File: src/rtl/rv32_pkg.sv
// Shared RV32 front-end definitions: default datapath width and the fetch entry
// record carried from fetch to decode.
package rv32_pkg;

  localparam int XLEN = 32;

  typedef struct packed {
    logic [XLEN-1:0] pc;
    logic [XLEN-1:0] instr;
  } fetch_entry_t;

  function automatic fetch_entry_t make_entry(input logic [XLEN-1:0] pc,
                                              input logic [XLEN-1:0] instr);
    fetch_entry_t e;
    e.pc    = pc;
    e.instr = instr;
    return e;
  endfunction

endpackage

File: src/rtl/rv32_instr_queue.sv
// Fetch-to-decode instruction queue: DEPTH-entry FIFO with flush on taken branch.
// Optional same-cycle bypass when empty: define RV32_INSTR_QUEUE_BYPASS_EN.
module rv32_instr_queue
  import rv32_pkg::*;
#(
  parameter int DEPTH = 4,
  parameter int XLEN  = rv32_pkg::XLEN
) (
  input  logic                     clk,
  input  logic                     reset_n,
  input  logic                     flush_in,
  input  logic                     in_valid,
  output logic                     in_ready,
  input  logic [XLEN-1:0]          pc_in,
  input  logic [XLEN-1:0]          instr_in,
  output logic                     out_valid,
  input  logic                     out_ready,
  output logic [XLEN-1:0]          pc_out,
  output logic [XLEN-1:0]          instr_out,
  output logic [$clog2(DEPTH):0]   count_out
);

  // Handshake: a transfer happens on a rising edge where valid && ready && !flush_in.
  // in_ready depends only on occupancy, so a full queue never accepts, even while
  // decode is popping in the same cycle.

  localparam int PW = $clog2(DEPTH);
  localparam int CW = PW + 1;

  fetch_entry_t       mem_q [DEPTH];
  logic [PW-1:0]      wr_ptr_q, wr_ptr_d;
  logic [PW-1:0]      rd_ptr_q, rd_ptr_d;
  logic [CW-1:0]      count_q, count_d;

  logic               push, pop;
  logic               push_store, pop_mem;
  logic               bypass;
  fetch_entry_t       head;

  assign head     = mem_q[rd_ptr_q];
  assign in_ready = (count_q < CW'(DEPTH));

`ifdef RV32_INSTR_QUEUE_BYPASS_EN
  assign bypass = (count_q == '0) && in_valid && !flush_in;
`else
  assign bypass = 1'b0;
`endif

  assign out_valid = ((count_q != '0) && !flush_in) || bypass;
  assign pc_out    = bypass ? pc_in    : head.pc;
  assign instr_out = bypass ? instr_in : head.instr;
  assign count_out = count_q;

  assign push = in_valid  && in_ready  && !flush_in;
  assign pop  = out_valid && out_ready && !flush_in;

  // A bypassed entry taken by decode this cycle never lands in storage; when the
  // queue is empty the pop can only be that bypassed entry.
  assign push_store = push && !(bypass && out_ready);
  assign pop_mem    = pop && !bypass;

  always_comb begin
    wr_ptr_d = wr_ptr_q;
    rd_ptr_d = rd_ptr_q;
    count_d  = count_q;
    if (flush_in) begin
      wr_ptr_d = '0;
      rd_ptr_d = '0;
      count_d  = '0;
    end else begin
      if (push_store) wr_ptr_d = wr_ptr_q + PW'(1);
      if (pop_mem)    rd_ptr_d = rd_ptr_q + PW'(1);
      case ({push_store, pop_mem})
        2'b10:   count_d = count_q + CW'(1);
        2'b01:   count_d = count_q - CW'(1);
        default: count_d = count_q;
      endcase
    end
  end

  always_ff @(posedge clk or negedge reset_n) begin
    if (!reset_n) begin
      wr_ptr_q <= '0;
      rd_ptr_q <= '0;
      count_q  <= '0;
      for (int i = 0; i < DEPTH; i++) begin
        mem_q[i] <= '0;
      end
    end else begin
      wr_ptr_q <= wr_ptr_d;
      rd_ptr_q <= rd_ptr_d;
      count_q  <= count_d;
      if (push_store && !flush_in) begin
        mem_q[wr_ptr_q] <= make_entry(pc_in, instr_in);
      end
    end
  end

endmodule

File: config.mk
export PLATFORM = sky130hd
export DESIGN_NAME = rv32_instr_queue
export DESIGN_NICKNAME = d
export VERILOG_FILES = /design/src/rtl/rv32_pkg.sv /design/src/rtl/rv32_instr_queue.sv
export SDC_FILE = /design/constraint.sdc
export NUM_CORES = 1
export LEC_CHECK = 0
export ABC_AREA = 1
export CAP_MARGIN = 20
export CORE_ASPECT_RATIO = 0.7
export CORE_MARGIN = 2
export CORE_UTILIZATION = 50
export DETAILED_ROUTE_END_ITERATION = 7
export GPL_TIMING_DRIVEN = 0
export PLACE_DENSITY_LB_ADDON = 0.1
export SLEW_MARGIN = 20
export SYNTH_ARGS = -nofsm -noshare
export SYNTH_HDL_FRONTEND = slang
export SYNTH_SLANG_ARGS = --single-unit
export TNS_END_PERCENT = 5
File: constraint.sdc
create_clock -name clk -period 2.75 [get_ports clk]
set_input_delay 0.825 -clock clk [delete_from_list [all_inputs] [get_ports clk]]
set_output_delay 0.825 -clock clk [all_outputs]
set_load 0.1 [all_outputs]
==> impl_metrics.ini <==
[floorplan]
dieArea_mm2 = 0.0259
start_util = 0.504
die_w_um = 192
core-area_mm2 = 0.0244
rows = 48
num_io_pins = 138
die_h_um = 135

[critical_path]
path_class = register to output port
required_ns = 1.93
cp.arrival_ns = 2.08
crit_fanout = 6
startpoint_type = register
crit_path_end_kind = output port

[placement]
portBuffers = 137
postPlaceCellArea_mm2 = 0.0142
place.gp.congestion = 0.830
hpwlAfterDp_um = 22300
dp.cells = 1772
dpl_worst_slack_ns = -0.933

[outcome]
violations = negative setup slack
outcome = finished, violations left

[finish]
fill_cells = 1930
mostFrequentLayoutCells = nand2_1, dfrtp_1, o21ai_2, o21ai_1, nor2_1
area_growth_pct = 37.3
final_nets = 1569
drive_above_1_share = 0.338
post-route-cell-area_mm2 = 0.0169
final_common_cell = nand2_1
layout.cells.non_filler = 1840
diodes = 0

[clock_network]
clockBufferDepth = 3
cts_buffers = 27
ctsHtreeMaxLevel = 1
clockRootBuffer = clkbuf_16
postCtsHoldBufs = 0
path_clk_slew_ns = 0.06
cts_sinks = 263
cts_tree = done
clk_latency_ns = 0.55

[sta]
min_period_over_period = 1.06
finClkSkew_ns = 0.0167
slew-limit-headroom = 0.357
period_minus_slack_ns = 2.90
hold_viol_final = 0
tightestPinTransition_ns = 0.968
finalMaxSlewViolations = 0
rsz0062_at_grt = yes
fin_ws_ns = -0.155
timing.hold.ws_ns = 0.290
clock.fmax_mhz = 344
setup_violations = 64

[logic_synthesis]
syn_area_per_cell_um2 = 9.43
ys_ff_latch = 263
synth_edf_count = 0
ys.flop_type = dfrtp_1
synth_cell_types = 24
syn_area_mm2 = 0.0123
synth-async-reset-ratio = 1.00
syn-num-nets = 1382
synth_cells = 1308
synth_warnings = 0
ys_seq_area_frac = 0.534

[detailed_routing]
routed_via_density = 5.68
first_pass_iters = 5
drtIter0Drc = 884
vias = 10448
finalWirelength_um = 37200
antenna_left = 0
wl_per_cell_um = 20.2
drc = 0

[global_routing]
grt_max_degree = 97
grt_pass1_vias = 9862
grtUsageTotal = 0.273
grt_pass1_wl_um = 55100
antenna_found_initial = 0
grt_overflow_total = 0

[worst_hold_path]
hold_class = primary input to asynchronous set/reset pin

[flow_run]
drv_cap = 0
-- cell type report --
cell class	count	area [um2]	share of cell area
plain buffers	97	1070	0.0634
inverters	73	292	0.0172
multi-input cells	875	5310	0.314
flip-flops and latches	263	6580	0.389
repair buffers	158	2390	0.141
clock inverters	8	75.1	0.00444
clock buffers	41	788	0.0466
well taps	325	407	0.0240
-- routing by layer --
layer | vias up | global-route usage | part of all wire
li1 | 4767 | - | -
met1 | 5238 | 0.423 | 0.46
met2 | 391 | 0.415 | 0.46
met3 | 52 | 0.0370 | 0.068
met4 | 0 | 0.0517 | 0.018
met5 | - | 0 | 0
-- what timing repair did --
| action | 4_1_cts | 5_1_grt |
|---|---|---|
| hold endpoints to repair | 0 | 0 |
| gates cloned | 0 | 15 |
| pin swaps | 34 | 54 |
| endpoints found under the setup margin | 69 | 66 |
| resized for setup | 591 | 298 |
| buffers inserted | 2 | 2 |
-- kinds of logic (layout without fill, tap and decap cells) --
kind of cell | Yosys count | in the layout | share of synthesized area
DFF | 263 | 263 | 0.534
adders and majority gates | 5 | 5 | 0.00568
and+or+nand+nor | 414 | 414 | 0.132
AOI/OAI and AO/OA | 456 | 456 | 0.240
buffers and inverters | 170 | 377 | 0.0892
-- registers in the layout (all words and copies together), names as in the netlist --
signal     flops
count_out      3
mem_q        256
rd_ptr_q       2
wr_ptr_q       2
-- through the flow --
stage,TNS (ns),utilization
final,-6.69,0.692
after floorplan,-32.55,-
after global placement,-2878.71,0.578
after global routing,-9.15,0.692
after detailed placement,-52.72,0.580
after CTS,-12.54,0.641
-- Yosys cell counts, types with 3 or more instances --
library cell / instances / area, um2
nand2_1: 273 / 1020
dfrtp_1: 263 / 6580
o21ai_2: 157 / 1380
o21ai_0: 132 / 661
nor2_1: 129 / 484
o21ai_1: 99 / 495
inv_1: 69 / 259
o22ai_1: 64 / 400
buf_6: 58 / 653
clkbuf_1: 24 / 90.1
buf_2: 13 / 65.1
nand2_4: 5 / 56.3
ha_1: 4 / 50.1
nand3_1: 4 / 20.0
inv_2: 3 / 11.3
-- critical path, cell delays in order, from the launching register on --
cell       delay (ns)
dfrtp_2          0.46
buf_12           0.17
clkinv_8         0.08
clkbuf_16        0.18
clkbuf_16        0.16
o21ai_2          0.07
o22ai_2          0.20
buf_12           0.21
-- final timing paths --
path,start,to,slack (ns),cells past startpoint
min,reset_n,mem_q[35]$_DFFE_PN0P_,0.29,1
max in group asynchronous,reset_n,rd_ptr_q[1]$_DFFE_PN0P_,1.49,2
min in group clk,mem_q[109]$_DFFE_PN0P_,mem_q[109]$_DFFE_PN0P_,0.48,2
min reg2reg,mem_q[109]$_DFFE_PN0P_,mem_q[109]$_DFFE_PN0P_,0.48,2
max reg2reg,count_out[1]$_DFFE_PN0P_,count_out[2]$_DFFE_PN0P_,1.06,9
max,rd_ptr_q[0]$_DFFE_PN0P_,instr_out[18],-0.15,7
Power is not shown: default switching activity piles up to over one toggle a cycle in this logic, so the estimate is an artifact.
